**src/rtl/sccb_write_arbiter.sv**
```systemverilog
// Two-requester arbiter in front of the shared SCCB write master (slave 0x21).
// Build option: define SCCB_ARB_RR_EN for round-robin arbitration instead of fixed priority.
module sccb_write_arbiter #(
  parameter int GAP_CLKS     = 125,
  parameter int START_WIN    = 4,
  parameter int TIMEOUT_CLKS = 250000
) (
  input  logic       i_clk,
  input  logic       i_rst,
  input  logic       i_req0,
  input  logic [7:0] i_addr0,
  input  logic [7:0] i_data0,
  output logic       o_ack0,
  output logic       o_done0,
  input  logic       i_req1,
  input  logic [7:0] i_addr1,
  input  logic [7:0] i_data1,
  output logic       o_ack1,
  output logic       o_done1,
  output logic       o_err,
  output logic       o_owner,
  output logic       o_busy,
  output logic       o_wr,
  output logic [7:0] o_reg_addr,
  output logic [7:0] o_wdata,
  input  logic       i_m_busy
);

  localparam int GAP_W   = (GAP_CLKS > 0)     ? $clog2(GAP_CLKS + 1)     : 1;
  localparam int START_W = (START_WIN > 0)    ? $clog2(START_WIN + 1)    : 1;
  localparam int TMO_W   = (TIMEOUT_CLKS > 0) ? $clog2(TIMEOUT_CLKS + 1) : 1;

  localparam logic [GAP_W-1:0]   GAP_LOAD   = GAP_W'(GAP_CLKS);
  localparam logic [START_W-1:0] START_LOAD = START_W'(START_WIN);
  // The START cycle that first sees busy high already counts as one busy cycle.
  localparam logic [TMO_W-1:0]   TMO_LOAD   = (TIMEOUT_CLKS > 0) ? TMO_W'(TIMEOUT_CLKS - 1) : '0;

  localparam logic [GAP_W-1:0]   GAP_ONE   = GAP_W'(1);
  localparam logic [START_W-1:0] START_ONE = START_W'(1);
  localparam logic [TMO_W-1:0]   TMO_ONE   = TMO_W'(1);

  typedef enum logic [2:0] {IDLE, ISSUE, START, RUN, GAP} state_t;

  state_t             state;
  logic [GAP_W-1:0]   gap_cnt;
  logic [START_W-1:0] start_cnt;
  logic [TMO_W-1:0]   tmo_cnt;
  logic               pick1;

`ifdef SCCB_ARB_RR_EN
  logic last1;
  // On a tie the requester that was not served last wins.
  assign pick1 = i_req1 & (~i_req0 | ~last1);
`else
  assign pick1 = i_req1 & ~i_req0;
`endif

  always_ff @(posedge i_clk) begin
    if (i_rst) begin
      state      <= IDLE;
      gap_cnt    <= '0;
      start_cnt  <= '0;
      tmo_cnt    <= '0;
      o_ack0     <= 1'b0;
      o_ack1     <= 1'b0;
      o_done0    <= 1'b0;
      o_done1    <= 1'b0;
      o_err      <= 1'b0;
      o_owner    <= 1'b0;
      o_busy     <= 1'b0;
      o_wr       <= 1'b0;
      o_reg_addr <= '0;
      o_wdata    <= '0;
`ifdef SCCB_ARB_RR_EN
      last1      <= 1'b1;
`endif
    end else begin
      // NOTE: pulse outputs default low every cycle; each branch only raises what it needs.
      o_ack0  <= 1'b0;
      o_ack1  <= 1'b0;
      o_wr    <= 1'b0;
      o_done0 <= 1'b0;
      o_done1 <= 1'b0;
      o_err   <= 1'b0;
      case (state)
        IDLE: begin
          if ((i_req0 || i_req1) && !i_m_busy) begin
            o_owner    <= pick1;
            o_ack0     <= ~pick1;
            o_ack1     <= pick1;
            o_reg_addr <= pick1 ? i_addr1 : i_addr0;
            o_wdata    <= pick1 ? i_data1 : i_data0;
            o_busy     <= 1'b1;
            state      <= ISSUE;
`ifdef SCCB_ARB_RR_EN
            last1      <= pick1;
`endif
          end
        end
        ISSUE: begin
          o_wr      <= 1'b1;
          start_cnt <= START_LOAD;
          state     <= START;
        end
        START: begin
          if (i_m_busy) begin
            tmo_cnt <= TMO_LOAD;
            state   <= RUN;
          end else if (start_cnt <= START_ONE) begin
            o_done0 <= ~o_owner;
            o_done1 <= o_owner;
            o_err   <= 1'b1;
            gap_cnt <= GAP_LOAD;
            state   <= GAP;
          end else begin
            start_cnt <= start_cnt - START_ONE;
          end
        end
        RUN: begin
          // Busy still high when the window closes means the master stalled.
          if (!i_m_busy || tmo_cnt <= TMO_ONE) begin
            o_done0 <= ~o_owner;
            o_done1 <= o_owner;
            o_err   <= i_m_busy;
            gap_cnt <= GAP_LOAD;
            state   <= GAP;
          end else begin
            tmo_cnt <= tmo_cnt - TMO_ONE;
          end
        end
        GAP: begin
          if (gap_cnt <= GAP_ONE) begin
            o_busy <= 1'b0;
            state  <= IDLE;
          end else begin
            gap_cnt <= gap_cnt - GAP_ONE;
          end
        end
        default: state <= IDLE;
      endcase
    end
  end

endmodule

```
**config.mk**
```make
export PLATFORM = sky130hd
export DESIGN_NAME = sccb_write_arbiter
export DESIGN_NICKNAME = d
export VERILOG_FILES = /design/src/rtl/sccb_write_arbiter.sv
export SDC_FILE = /design/constraint.sdc
export NUM_CORES = 1
export LEC_CHECK = 0
export BUFFER_PORTS_ARGS = -buffer_cell sky130_fd_sc_hd__buf_4
export CAP_MARGIN = 30
export CORE_MARGIN = 2
export CORE_UTILIZATION = 45
export CTS_CLUSTER_SIZE = 10
export DETAILED_ROUTE_END_ITERATION = 7
export PLACE_DENSITY_LB_ADDON = 0.05
export SLEW_MARGIN = 20
export SYNTH_ARGS = -nofsm -noshare
export SYNTH_HDL_FRONTEND = slang
export SYNTH_SLANG_ARGS = --single-unit
export TNS_END_PERCENT = 100
```
**constraint.sdc**
```tcl
create_clock -name i_clk -period 3 [get_ports i_clk]
set_input_delay 0.6 -clock i_clk [delete_from_list [all_inputs] [get_ports i_clk]]
set_output_delay 0.6 -clock i_clk [all_outputs]
set_load 0.02 [all_outputs]
```
-- Yosys cells after proc, flatten, opt, wreduce, memory -nomap -nowiden
Cells that the tools add are included.
- add/sub/neg operators: 3
- $lt $le $gt $ge: 3
- equal/unequal tests: 14
- mux-type cells: 35
- bitwise logic cells: 6
- reduce and logical (&&, ||, !) cells: 16
- operator list (cell ; number):
    18-bit 2-to-1 mux ; 2
    18-bit one-hot mux with 2 select lines ; 1
    7-bit 2-to-1 mux ; 4
    3-bit 2-to-1 mux ; 7
    7-bit one-hot mux with 3 select lines ; 1
    18-bit by 1-bit less-or-equal comparator with 1-bit output, second input constant ; 1
    2-bit inequality test, second input constant ; 9
    18-bit by 1-bit subtractor with 18-bit output, second input constant ; 1
    8-bit 2-to-1 mux ; 2
    3-bit one-hot mux with 5 select lines ; 1
    1-bit 2-to-1 mux ; 12
    3-bit AND reduction ; 3
    1-bit one-hot mux with 2 select lines ; 4
    7-bit by 1-bit less-or-equal comparator with 1-bit output, second input constant ; 1
    7-bit by 1-bit subtractor with 7-bit output, second input constant ; 1
    3-bit by 2-bit equality test with 1-bit output, second input constant ; 2
    3-bit one-hot mux with 2 select lines ; 1
    2-bit nonzero test ; 3
    1-bit NOT ; 5
    5-bit AND reduction ; 1
    4-bit AND reduction ; 1
    3-bit by 1-bit equality test with 1-bit output, second input constant ; 1
    3-bit equality test, second input constant ; 1
    3-bit by 1-bit less-or-equal comparator with 1-bit output, second input constant ; 1
    other kinds (10) ; 11
- register bits after elaboration: 55
- input port bits: 37
- output and inout port bits: 24
- word-level logic and storage cells: 91

-- Logic depth before layout (Yosys ltp)
Gate-level depths: netlist of run 1.
- depth in word-level cells: 4
- depth in mapped cells: 8
- gate-level depth less buffers: 7

-- Least setup slack after synthesis of run 1
OpenSTA, ideal clock, no wires.
- path type: flip-flop to flip-flop
- start: reg tmo_cnt[4]
- end: reg tmo_cnt[17]
- library setup time: 74 ps
- arrival: 2447 ps
- required time: 2926 ps
- setup slack: 478 ps
- cell stages (with the launch flop): 7
- buffers on the path: 1
- clock period less this slack: 2522 ps
- path through: dfxtp_1 or4_4 or3_1 clkbuf_2 or4_4 or4b_1 a31oi_1
- longest elaborated chain between the ends: 4
- elaborated cells between the ends (all ways): 7
- classes of those cells: add/sub (1); order compare (1); eq/ne (1); mux (2); reduce/logical (2)
- ends and longest elaborated chain (element ; RTL line ; source):
    start: declaration ; 47 ; logic [TMO_W-1:0] tmo_cnt;
    start signal: assignment ; 128 ; tmo_cnt <= tmo_cnt - TMO_ONE;
    18-bit by 1-bit less-or-equal comparator with 1-bit output ; 121 ; if (!i_m_busy || tmo_cnt <= TMO_ONE) begin
    1-bit logical OR ; 121 ;
    2-bit inequality test (no source line) ; -- ;
    3-bit AND reduction (no source line) ; -- ;
Several ways; a longest one is shown, not always the timed one. The select of a mux whose other input is x is not followed.
A chain may end at the register's enable or synchronous reset.

-- Final worst setup path of run 1
Same ends and word-level chain as after synthesis.

==> run metrics, run 1 <==
Max IR drop VDD 334.7 uV; final slew viol count 0; drt first-iter violations 130; GPL Wtd Cong 0.7898; slew margin rel. 55.78%; post-CTS setup buffers 0; sequential share of the synthesized area 42.00%; Num CTS Buffers 5; Starting Density 47.03%; Root Driver clkbuf_8; required time of the critical path 3.24 ns; WHS Endpoint start_cnt[0]; critical path capture point type flip-flop; Final Hold Vio Count 0; Hold Crit Class reg -> reg; final HPWL from detailed placement 3938 microns; period utilization 86.60%; Area Overhead vs Synth 23.96%; I/O pins 61; Antenna Nets Post-Route 0; status finished, final reports clean; Pre-Repair DR Iteration Count 4; post-cts hold buffer count 0; Nets 388; hold path cells 1; Placeable Area 5574 sq um; Worst Path Arrival 2.84 ns; crit-path max FO 8; initial antenna violation count 0; Post-Route WL 5612 microns; gr usage total 19.26%; Tmin final 2.598 ns; RSZ-0062 raised after global routing no; hold path startpoint start_cnt[0]; worst skew pair latency 0.31 ns; worst reg2reg path endpoint tmo_cnt[17]; commonest non-fill, non-tap cell in the layout buf_4; vias 2274; row count 27; RR Startpoint tmo_cnt[4]; wire length per cell after detailed routing 13.39 microns; H-tree depth 2; Post-synth EDFFs 0; Cell Area, Synth 2621 sq um; DIE HEIGHT 80.32 microns; Netlist cell types 45; syn nets 333; vias in the first global route 2204; I/O Buffers 60; top_reg_cell synth dfxtp_1; final setup fails 0; Achievable Freq 0.3849 GHz; DP Worst Slack 0.4363 ns; post-route setup TNS 0 ns; Async S/R FF share, synth 0%; Ant. Diodes 0; synth warn 0; Worst Path Class, Setup reg -> reg; share of layout cells above drive strength 1 25.36%; PD cells 479.8 nW/um^2; Setup WS post-layout 0.4021 ns; Seq cells post-synth 55; Power Total 0.001559 W; vias per cell 5.427; Clock Skews 0.007399 ns; leading area contributor after synthesis dfxtp_1; GR Overflow Total 0; maxcap violations 0; die area 6451 sq um; Reg clk slew, reported paths 0.10 ns; Hold Slack 0.4474 ns; Worst Tran Pin Value 0.6625 ns; Lkg Pwr 1.262 nW; Syn Area/Cell 9.008 sq um; deepest clock path buffer count 2; Post-Syn Instances 291; total clock sinks 55; CTS-repair resized insts 0; die width 80.32 microns; pin count of the biggest net entering global routing 49; Area contributors post-synth dfxtp_1 (42%), a211oi_1 (7.4%), mux2i_1 (6.5%); R2R cell count 5; first-pass GRT wire length 9936 microns; R2R Setup Slk 0.40 ns; post-synth top area share 42.00%; startpoint types flip-flop; DRC viols 0; most frequent cells in the layout buf_4 (66), dfxtp_1 (55), nor2_1 (39), a211oi_1 (26); TritonCTS clock tree built
## cell families (layout without fill, tap and decap cells)
logic type               count (synthesis)  in the layout  synth area share, %
AO/OA/AOI/OAI                           74             74                19.86
XOR/XNOR                                14             14                4.678
adder cells (fa/ha/maj)                  5              5                2.387
buffers and inverters                   26             82                3.771
flip-flops                              55             55                42.00
multiplexers                            18             18                6.921
AND/OR/NAND/NOR                         99             99                20.38
## worst max-delay path by stage
| stage | start | endpoint | slack [ns] |
|---|---|---|---|
| floorplan | tmo_cnt[4] | tmo_cnt[17] | 0.48 |
| global placement | tmo_cnt[4] | tmo_cnt[17] | 0.44 |
| detailed placement | tmo_cnt[4] | tmo_cnt[17] | 0.44 |
| CTS | tmo_cnt[4] | tmo_cnt[17] | 0.41 |
| global route | tmo_cnt[4] | tmo_cnt[17] | 0.31 |
| finish | tmo_cnt[4] | tmo_cnt[17] | 0.40 |
## final cells by class
type,instances,area [sq um]
flip-flops and latches,55,1101
clock buffers,7,96.34
repair buffers,66,495.5
fillers,524,2325
multi-input cells,210,1429
clock inverters,1,7.507
well taps,72,90.09
inverters,8,30.03
## worst max-delay path, stage by stage, from the launching register on
cell and delay (ns):
dfxtp_1 0.35, or4_4 0.57, or3_1 0.43, or4_4 0.56, or4b_1 0.47, a31oi_1 0.16
## report_power, final
group | leakage (nW) | switching (W) | internal (W)
logic | 0.763 | 0.000164 | 0.000142
registers | 0.448 | 0.0000325 | 0.000771
clock network | 0.0505 | 0.000239 | 0.000210
## synth_stat cells, types with 2 or more instances
| library cell | number |
|---|---|
| nand3_1 | 6 |
| a211oi_1 | 26 |
| nor2_1 | 39 |
| o21bai_1 | 4 |
| or4_1 | 4 |
| or4_4 | 2 |
| o21a_1 | 3 |
| nor3b_1 | 3 |
| a21oi_1 | 17 |
| or3_1 | 3 |
| nand2_1 | 4 |
| o31ai_1 | 4 |
| clkbuf_1 | 16 |
| ha_1 | 5 |
| and3b_1 | 2 |
| and2_1 | 3 |
| nor3_1 | 11 |
| mux2i_1 | 17 |
| a31oi_1 | 6 |
| dfxtp_1 | 55 |
| nor2b_1 | 2 |
| or2_2 | 4 |
| inv_1 | 8 |
| o21ai_0 | 2 |
| xnor2_1 | 13 |
| a2111oi_0 | 6 |
| nand2b_1 | 6 |
| nor4_1 | 2 |
| o311a_1 | 2 |
## state kept, by name, summed over array words and instances, names as in the netlist
signal	cells
o_wr	1
o_owner	1
o_reg_addr	8
state	3
o_done1	1
o_ack0	1
o_ack1	1
o_busy	1
tmo_cnt	18
o_err	1
start_cnt	3
o_wdata	8
gap_cnt	7
o_done0	1
## per-stage QoR
step,instances,util [%],instance area (sq um)
2_1_floorplan,291,-,2621
4_1_cts,419,58.29,3249
5_1_grt,419,58.29,3249
6_report,419,58.29,3249
3_3_place_gp,411,56.43,3146
3_5_place_dp,411,56.43,3146
## layer usage
layer  wire length [microns]  up-vias  global-route usage (%)
met2                    2776       32                   34.25
met1                    2621     1059                   23.10
li1                        -     1179                       -
met4                      41        0                   4.576
met5                       0        -                       0
met3                     172        4                   4.944
Power figures use the tool's default switching activity.
==> run 2, diff against run 1 <==
==> constraint.sdc (replaced) <==
create_clock -name i_clk -period 3 [get_ports i_clk]
set_input_delay 0.3 -clock i_clk [delete_from_list [all_inputs] [get_ports i_clk]]
set_output_delay 0.3 -clock i_clk [all_outputs]
set_load 0.02 [all_outputs]
==> run metrics, run 2 (synthesis results as in run 1) <==
post-route setup TNS 0 ns (unchanged); post-route design area 3223 sq um (-0.81%); post-CTS setup buffers 0 (unchanged); Starting Density 47.03% (unchanged); register area 1101 sq um (unchanged); I/O pins 61 (unchanged); Tmin final 2.596 ns (-0.002145 ns); pin count of the biggest net entering global routing 49 (unchanged); Clock Skews 0.006399 ns (-0.001000 ns); Nets 387 (-0.26%); Largest register FFs 18 (unchanged); startpoint types flip-flop; wire length per cell after detailed routing 13.47 microns (+0.60%); R2R Setup Slk 0.40 ns (about the same); GR Overflow Total 0 (unchanged); Worst Tran Pin Value 0.6490 ns (-0.01347 ns); Root Driver clkbuf_8; Most flops, register tmo_cnt; Max IR drop VDD 271.7 uV (-19%); Num CTS Buffers 5 (unchanged); vias 2278 (+0.18%); first-pass GRT wire length 9784 microns (-1.5%); P_sw 0.0004403 W (+1.1%); Post-Route WL 5632 microns (+0.36%); non-filler instance count after layout 418 (-0.24%); Pre-Repair DR Iteration Count 4 (unchanged); post-cts hold buffer count 0 (unchanged); row count 27 (unchanged); die width 80.32 microns (unchanged); I/O Buffers 60 (unchanged); die area 6451 sq um (unchanged); Antenna Nets Post-Route 0 (unchanged); Reg clk slew, reported paths 0.10 ns (about the same); total clock sinks 55 (unchanged); vias per cell 5.450 (+0.42%); Achievable Freq 0.3852 GHz (about the same); DIE HEIGHT 80.32 microns (unchanged); Placeable Area 5574 sq um (unchanged); switching share of power 29.02% (+1.1 points); Fill cells 533 (+1.7%); Area Overhead vs Synth 22.96%; Multi-input gate area 1429 sq um (unchanged); crit-path max FO 8 (unchanged); final slew viol count 0 (unchanged); TritonCTS clock tree built; period utilization 86.53% (about the same); DRC viols 0 (unchanged); gr usage total 18.97% (-0.28 points); required time of the critical path 3.25 ns (about the same); slew margin rel. 56.67% (+0.90 points); final setup fails 0 (unchanged); Power Internal 0.001077 W (-4.2%); share of layout cells above drive strength 1 24.86% (-0.50 points); Worst Path Class, Setup reg -> reg; Gate power share 20.2% (+0.6 points); most frequent cells in the layout buf_4 (65), dfxtp_1 (55), nor2_1 (39), a211oi_1 (26); CTS-repair resized insts 0 (unchanged); final HPWL from detailed placement 3988 microns (+1.3%); H-tree depth 2 (unchanged); maxcap violations 0 (unchanged); Power Total 0.001517 W (-2.7%); Ant. Diodes 0 (unchanged); vias in the first global route 2193 (-0.50%); PD cells 470.6 nW/um^2 (-1.9%); Lkg Pwr 1.248 nW (-1.1%); Clock power frac 26.8% (-2.0 points); placed cell area 3138 sq um (-0.24%); commonest non-fill, non-tap cell in the layout buf_4; Inst Count DP 410 (-0.24%); critical path capture point type flip-flop; status finished, final reports clean; drt first-iter violations 118 (-9.2%); Sequential Power Share 52.9% (+1.4 points); Worst Path Arrival 2.84 ns (about the same); RSZ-0062 raised after global routing no; deepest clock path buffer count 2 (unchanged); initial antenna violation count 0 (unchanged); Final Hold Vio Count 0 (unchanged); worst skew pair latency 0.31 ns (about the same); GPL Wtd Cong 0.7925 (+0.34%); Largest regs tmo_cnt x18, o_reg_addr x8, o_wdata x8; Final Util 57.82% (-0.47 points); Hold Crit Class in -> reg
run 2: power groups by stage:
stage / clock network (W) / logic [W] / registers, W
4_1_cts: 0.000418 / 0.000310 / 0.000803
5_1_grt: 0.000443 / 0.000338 / 0.000810
3_5_place_dp: 0 / 0.000308 / 0.000820
2_1_floorplan: 0 / 0.000169 / 0.000843
3_3_place_gp: 0 / 0.000305 / 0.000819
6_report: 0.000407 / 0.000307 / 0.000803
run 2: metrics by stage:
stage | setup WS (ns) | hold slack, ns
6_report | 0.4042 | 0.3281
2_1_floorplan | 0.4782 | 0.4109
3_5_place_dp | 0.4330 | 0.4351
3_3_place_gp | 0.4418 | 0.4245
4_1_cts | 0.4129 | 0.3275
5_1_grt | 0.2990 | 0.3341
run 2: area by class of cell:
type                       count  share of cell area, %
tap                           72                  2.795
inverter                       8                 0.9317
sequential                    55                  34.16
clock buffer                   6                  2.252
clock inverter                 2                 0.3882
timing repair buffer          65                  15.14
multi-input combinational    210                  44.33
run 2: worst paths after layout:
path                              startpoint      endpoint  cells after the start
worst max-delay path              tmo_cnt[4]   tmo_cnt[17]                      5
worst min-delay path              i_data0[2]    o_wdata[2]                      3
worst max register to register    tmo_cnt[4]   tmo_cnt[17]                      5
worst min register to register  start_cnt[0]  start_cnt[0]                      1
run 2: worst max-delay path, cell delays in order (launching register included):
cell and delay, ns:
dfxtp_1 0.35, or4_4 0.57, or3_1 0.43, or4_4 0.56
or4b_1 0.47, a31oi_1 0.16
run 2: per-layer routing:
metal  track usage [%]  up-vias  part of all wire [%]
li1                  -     1175                     -
met1             22.95     1066                    46
met2             33.75       33                    50
met3             3.820        4                   3.7
met4             5.593        0                  0.91
met5                 0        -                     0
==> run 3, diff against run 2 <==
REMOVE_ABC_BUFFERS = 1   (was default)
==> run metrics, run 3 (synthesis results as in run 1) <==
DIE HEIGHT 80.32 microns (unchanged); TritonCTS clock tree built; Post-Route WL 5619 microns (-0.23%); Clock Skews 0.005043 ns (-0.001356 ns); post-route design area 3231 sq um (+0.23%); non-filler instance count after layout 419 (+0.24%); status finished, final reports clean; critical path, cell by cell or4_4, or3_1, or4_4, or4b_1, a31oi_1; pin count of the biggest net entering global routing 49 (unchanged); Inst Count DP 411 (+0.24%); Max IR drop VDD 222.3 uV (-18%); Final Util 57.96% (+0.13 points); DRC viols 0 (unchanged); Placeable Area 5574 sq um (unchanged); share of layout cells above drive strength 1 25.07% (+0.22 points); Tmin final 2.642 ns (+0.04664 ns); startpoint types flip-flop; placed cell area 3146 sq um (+0.24%); commonest non-fill, non-tap cell in the layout buf_4; GR Layer Usage met3 4.270% (+0.45 points); Nets 388 (+0.26%); I/O Buffers 60 (unchanged); DP Worst Slack 0.3710 ns (-0.06204 ns); Lkg Pwr 1.253 nW (+0.42%); slew margin rel. 59.07% (+2.4 points); die width 80.32 microns (unchanged); worst path bufs/invs 0 (unchanged); grt met2 use 30.00% (-3.8 points); Starting Density 47.03% (unchanged); total clock sinks 55 (unchanged); vias per cell 5.382 (-1.2%); post-CTS setup buffers 0 (unchanged); Reg clk slew, reported paths 0.09 ns (about the same); I/O pins 61 (unchanged); post-cts hold buffer count 0 (unchanged); final HPWL from detailed placement 3957 microns (-0.79%); vias 2255 (-1.0%); Top delay family on crit path simple AND/OR/NAND/NOR gates; worst skew pair latency 0.31 ns (about the same); final setup fails 0 (unchanged); initial antenna violation count 0 (unchanged); Final Hold Vio Count 0 (unchanged); wire length per cell after detailed routing 13.41 microns (-0.47%); gr usage total 18.94% (-0.035 points); H-tree depth 2 (unchanged); deepest clock path buffer count 2 (unchanged); CTS-repair resized insts 0 (unchanged); Worst Path Arrival 2.88 ns (+0.04 ns); slowest stage delay, CP 0.58 ns (about the same); M1 GR Usage 25.31% (+2.4 points); busiest grt layer met2; Crit-path slowest cell or4_4; RSZ-0062 raised after global routing no; Area Overhead vs Synth 23.25%; most used cell, CP or4_4; Hold Crit Class in -> reg; Most flops, register tmo_cnt; Largest regs tmo_cnt x18, o_reg_addr x8, o_wdata x8; die area 6451 sq um (unchanged); crit-path max FO 8 (unchanged); Worst Path Class, Setup reg -> reg; maxcap violations 0 (unchanged); Num CTS Buffers 5 (unchanged); first-pass GRT wire length 9680 microns (-1.1%); Root Driver clkbuf_8; Antenna Nets Post-Route 0 (unchanged); drt first-iter violations 120 (+1.7%); Pre-Repair DR Iteration Count 4 (unchanged); GPL Wtd Cong 0.8001 (+0.96%); GR Overflow Total 0 (unchanged); Achievable Freq 0.3784 GHz (-1.8%); required time of the critical path 3.24 ns (about the same); Ant. Diodes 0 (unchanged); critical path capture point type flip-flop; Largest register FFs 18 (unchanged); final slew viol count 0 (unchanged); PD cells 467.3 nW/um^2 (-0.71%); row count 27 (unchanged); Setup WS post-layout 0.3576 ns (-0.04664 ns); most frequent cells in the layout buf_4 (66), dfxtp_1 (55), nor2_1 (39), a211oi_1 (26); vias in the first global route 2110 (-3.8%); Worst Tran Pin Value 0.5984 ns (-0.05058 ns); period utilization 88.08% (+1.6 points)
-- run 3: worst paths after layout --
kind | slack [ns] | depth (start not counted) | start | endpoint
hold / removal | 0.33 | 3 | i_addr0[0] | o_reg_addr[0]
hold reg to reg | 0.45 | 1 | start_cnt[0] | start_cnt[0]
setup / recovery | 0.36 | 5 | tmo_cnt[4] | tmo_cnt[17]
setup reg to reg | 0.36 | 5 | tmo_cnt[4] | tmo_cnt[17]
-- run 3: stage by stage --
stage	power, W	setup TNS, ns	hold WS [ns]
floorplan	0.0009979	-3.363	0.3691
global placement	0.001127	0	0.4220
detailed placement	0.001131	0	0.4269
CTS	0.001532	0	0.3239
global route	0.001596	0	0.3345
finish	0.001510	0	0.3337
-- run 3: metal layers --
metal | part of all wire, % | wire length [microns]
met1 | 50 | 2821
met2 | 44 | 2466
met3 | 4.4 | 250
met4 | 1.4 | 80
met5 | 0 | 0
-- run 3: power breakdown --
part	switching (W)	internal (W)	leakage, nW	total, W
Combinational	0.000171	0.000143	0.764	0.000314
Sequential	0.0000283	0.000771	0.448	0.000799
Clock	0.000232	0.000164	0.0412	0.000396
-- run 3: cell type report --
type / count / area [sq um]
clock buffers: 6 / 72.57
inverters: 8 / 30.03
clock inverters: 2 / 12.51
fillers: 528 / 2344
well taps: 72 / 90.09
flip-flops and latches: 55 / 1101
multi-input cells: 210 / 1429
repair buffers: 66 / 495.5
-- run 3: tightest hold or removal path, cell delays in order --
cell      delay, ns
buf_4          0.11
mux2i_1        0.11
a211oi_1       0.08
